**src/rtl/sipo_deser.sv**
```systemverilog
// Serial-in/parallel-out deserializer with a one-entry valid/ready output
// register, frame resync, busy indication and a sticky overflow flag.
//
// Handshake: a word moves to the consumer on any edge where pvalid && pready.
// pvalid, once set, stays high and pout stays stable until that transfer.
// pready is ignored while pvalid is low.
module sipo_deser #(
  parameter int WIDTH     = 4,
  parameter bit MSB_FIRST = 1'b1
) (
  input  logic             clk,
  input  logic             rst,
  input  logic             sin,
  input  logic             sin_en,
  input  logic             sync,
  output logic [WIDTH-1:0] pout,
  output logic             pvalid,
  input  logic             pready,
  output logic             busy,
  output logic             ovf,
  input  logic             ovf_clr
);

  localparam int CW = (WIDTH <= 2) ? 1 : $clog2(WIDTH);

  logic [WIDTH-1:0] sr_q, sr_d;
  logic [CW-1:0]    cnt_q, cnt_d;
  logic [WIDTH-1:0] pout_q, pout_d;
  logic             pvalid_q, pvalid_d;
  logic             ovf_q, ovf_d;

  logic [WIDTH-1:0] base_w;
  logic [WIDTH-1:0] shifted_w;
  logic             complete_w;

  // Shift register and bit counter; sync restarts the frame, and a bit
  // arriving with sync becomes the first bit of the new word.
  always_comb begin
    sr_d       = sr_q;
    cnt_d      = cnt_q;
    complete_w = 1'b0;
    base_w     = sync ? '0 : sr_q;
    if (MSB_FIRST) begin
      shifted_w = {base_w[WIDTH-2:0], sin};
    end else begin
      shifted_w = {sin, base_w[WIDTH-1:1]};
    end
    if (sin_en) begin
      sr_d = shifted_w;
      if (sync) begin
        cnt_d = CW'(1);
      end else if (cnt_q == CW'(WIDTH - 1)) begin
        cnt_d      = '0;
        complete_w = 1'b1;
      end else begin
        cnt_d = cnt_q + CW'(1);
      end
    end else if (sync) begin
      sr_d  = '0;
      cnt_d = '0;
    end
  end

  // Output register: load on completion if the slot is free or draining,
  // drop and flag overflow if it is held, otherwise retire on transfer.
  always_comb begin
    pout_d   = pout_q;
    pvalid_d = pvalid_q;
    ovf_d    = ovf_q;
    if (ovf_clr) begin
      ovf_d = 1'b0;
    end
    if (complete_w) begin
      if (!pvalid_q || pready) begin
        pout_d   = shifted_w;
        pvalid_d = 1'b1;
      end else begin
        ovf_d = 1'b1;
      end
    end else if (pvalid_q && pready) begin
      pvalid_d = 1'b0;
    end
  end

  // State registers with asynchronous active-low reset.
  always_ff @(posedge clk or negedge rst) begin
    if (!rst) begin
      sr_q     <= '0;
      cnt_q    <= '0;
      pout_q   <= '0;
      pvalid_q <= 1'b0;
      ovf_q    <= 1'b0;
    end else begin
      sr_q     <= sr_d;
      cnt_q    <= cnt_d;
      pout_q   <= pout_d;
      pvalid_q <= pvalid_d;
      ovf_q    <= ovf_d;
    end
  end

  assign pout   = pout_q;
  assign pvalid = pvalid_q;
  assign ovf    = ovf_q;
  assign busy   = (cnt_q != '0);

endmodule
```
**config.mk**
```make
export PLATFORM = sky130hd
export DESIGN_NAME = sipo_deser
export DESIGN_NICKNAME = d
export VERILOG_FILES = /design/src/rtl/sipo_deser.sv
export SDC_FILE = /design/constraint.sdc
export NUM_CORES = 1
export LEC_CHECK = 0
export ABC_AREA = 1
export BUFFER_PORTS_ARGS = -buffer_cell sky130_fd_sc_hd__buf_4
export CAP_MARGIN = 20
export CELL_PAD_IN_SITES_DETAIL_PLACEMENT = 0
export CELL_PAD_IN_SITES_GLOBAL_PLACEMENT = 1
export CORE_UTILIZATION = 35
export CTS_CLUSTER_DIAMETER = 150
export CTS_CLUSTER_SIZE = 28
export DETAILED_ROUTE_END_ITERATION = 12
export PLACE_DENSITY_LB_ADDON = 0.1
export RECOVER_POWER = 25
export SETUP_SLACK_MARGIN = 0.1
export SLEW_MARGIN = 10
export SYNTH_ARGS = -nofsm -noshare
export SYNTH_HDL_FRONTEND = slang
export SYNTH_SLANG_ARGS = --single-unit
export TNS_END_PERCENT = 50
```
**constraint.sdc**
```tcl
create_clock -name clk -period 1.2 [get_ports clk]
set_input_delay 0.18 -clock clk [delete_from_list [all_inputs] [get_ports clk]]
set_output_delay 0.18 -clock clk [all_outputs]
set_load 0.005 [all_outputs]
```
==> impl_metrics.env <==
export IMPL_outcome="complete, no violations"
export IMPL_cts_root_buf="clkbuf_4"
export IMPL_h_tree_depth=1
export IMPL_cts_tree="built"
export IMPL_slew_viol_final=0
export IMPL_wl_um=1010
export IMPL_yosysSeqAreaShare_pct=53.9
export IMPL_start_util_pct=38.3
export IMPL_fin_cells=97
export IMPL_first_global_vias=375
export IMPL_cts_buffers=3
export IMPL_antenna_left=0
export IMPL_synth_fp_nets=68
export IMPL_cts_buffer_depth=2
export IMPL_clock_latency_ps=260
export IMPL_grt_max_degree=12
export IMPL_die_y_um=40.2
export IMPL_leakage_nw=0.386
export IMPL_max_cap_violations=0
export IMPL_port_buffers=13
export IMPL_clk_pin_slew_ps=70
export IMPL_die_w_um=40.2
export IMPL_drc=0
export IMPL_rsz0062_at_grt="yes"
export IMPL_final_nets=92
export IMPL_row_count=13
export IMPL_vias_per_cell=4.52
export IMPL_clock_skew_ps=0.460
export IMPL_layout_min_cycle_time_ps=1170
export IMPL_critPathCaptureType="primary output"
export IMPL_layout_setup_ws_ps=29.1
export IMPL_drive_gt1_share_pct=39.0
export IMPL_wl_per_cell_um=10.4
export IMPL_crit_type="register to primary output"
export IMPL_syn_to_final_growth_pct=44.1
export IMPL_overflow=0
export IMPL_critPathMaxFanout=2
export IMPL_critPathArrivalTime_ps=990
export IMPL_fillers=139
export IMPL_worst_slew_pin_slew_ps=655
export IMPL_gp_congestion=0.693
export IMPL_grt_antenna_before_repair=0
export IMPL_die_area_um2=1620
export IMPL_ys_seq_elements=11
export IMPL_required_ps=1020
export IMPL_final_cell_area_um2=736
export IMPL_dp_cells=87
export IMPL_crit_path_start_kind="register"
export IMPL_grt_util_all_layers_pct=15.5
export IMPL_slew_headroom_pct=56.3
export IMPL_antenna_cells=0
export IMPL_hold_class="primary input to register"
export IMPL_avgSynthCellArea_um2=8.65
export IMPL_io_pins=14
export IMPL_mostFrequentLayoutCell="nand2_1"
export IMPL_routed_via_count=438
export IMPL_drtIter0Drc=3
export IMPL_numClockSinks=11
export IMPL_synth_cells=59
export IMPL_place_area_um2=627
export IMPL_grt_pass1_wl_um=1570
export IMPL_hpwl_um=703
export IMPL_layout_common_cells="nand2_1 (21), buf_4 (16), dfrtp_1 (11)"
export IMPL_setup_viol=0
export IMPL_core_um2=1330
export IMPL_period_share_pct=97.6
export IMPL_hold_viol_final=0
export IMPL_ys_types=11
export IMPL_p_per_area_nw_per_um2=1170
export IMPL_first_pass_iters=2
export IMPL_dp_slack_ps=163
export IMPL_max_vdd_ir_drop_mv=0.631
export IMPL_fmax_ghz=0.854
export IMPL_syn_area_um2=510
export IMPL_ys_warn_count=0
routing by layer:
layer  routed length [um]  track usage, %  vias up
met3                   41            5.00        2
met4                   10            10.0        0
li1                     -               -      228
met2                  469            22.6        9
met1                  489            19.7      199
met5                    0               0        -
sequential cells by signal, indices dropped and copies added, names as in the netlist:
signal and cells:
pout 4, sr_q 3, ovf 1, pvalid 1
cnt_q 2
timing repair:
action                                  4_1_cts  5_1_grt
setup buffers                                 4        1
pin swaps                                     1        2
endpoints found under the setup margin        1        8
hold endpoints to repair                     11        0
hold buffers                                  1        0
resized for setup                             6        5
Yosys cell counts:
master   number  area, um2
nor2_4        2       22.5
o21ai_0       1       5.00
nand3_2       2       20.0
o22ai_1       2       12.5
inv_1         9       33.8
nor2_1        3       11.3
ha_1          2       25.0
dfrtp_1      11        275
o21ai_1       3       15.0
nand2_1      22       82.6
inv_2         2       7.51
worst max-delay path, stage by stage (launching register included):
cell and delay (ps):
dfrtp_1 390, inv_2 80, ha_4 120, inv_2 30, buf_6 100
report_power, final:
part | internal [mW] | switching (mW) | total [mW]
clock | 0.128 | 0.128 | 0.256
sequential | 0.402 | 0.0167 | 0.419
combinational | 0.100 | 0.0843 | 0.184
total | 0.631 | 0.229 | 0.860
stage by stage:
| step | setup TNS (ps) | total power, mW | util (%) | hold slack [ps] |
|---|---|---|---|---|
| 2_1_floorplan | 0 | 0.484 | - | -116 |
| 3_3_place_gp | 0 | 0.562 | 47.0 | 28.1 |
| 3_5_place_dp | 0 | 0.561 | 47.0 | 26.7 |
| 4_1_cts | 0 | 0.855 | 53.2 | 79.2 |
| 5_1_grt | -25.2 | 0.914 | 55.2 | 79.8 |
| 6_report | 0 | 0.860 | 55.2 | 85.5 |
area by class of cell:
type	count	area [um2]	area share, %
sequential	11	275	37.4
inverter	11	41.3	5.61
multi-input combinational	37	229	31.1
timing repair buffer	19	145	19.7
clock buffer	4	26.3	3.57
tap	15	18.8	2.55
cell families (layout without fill, tap and decap cells):
| group | count (synthesis) | in the layout | synth area share [%] |
|---|---|---|---|
| compound gates | 6 | 6 | 6.37 |
| buf+inv | 11 | 34 | 8.09 |
| fa+ha+maj | 2 | 2 | 4.90 |
| simple gates | 29 | 29 | 26.7 |
| flops | 11 | 11 | 53.9 |
worst paths after layout:
| path | cells past startpoint | to | slack, ps | startpoint |
|---|---|---|---|---|
| worst max-delay path | 4 | busy | 30 | cnt_q[0] |
| worst min-delay path | 2 | ovf | 90 | ovf_clr |
| worst max register to register | 6 | pout[1] | 120 | cnt_q[0] |
| worst min register to register | 2 | pout[3] | 480 | pout[3] |
| max in group asynchronous | 2 | pout[3] | 340 | rst |
| min in group asynchronous | 2 | cnt_q[1] | 450 | rst |
No activity file was read; power rests on OpenSTA's default activity.
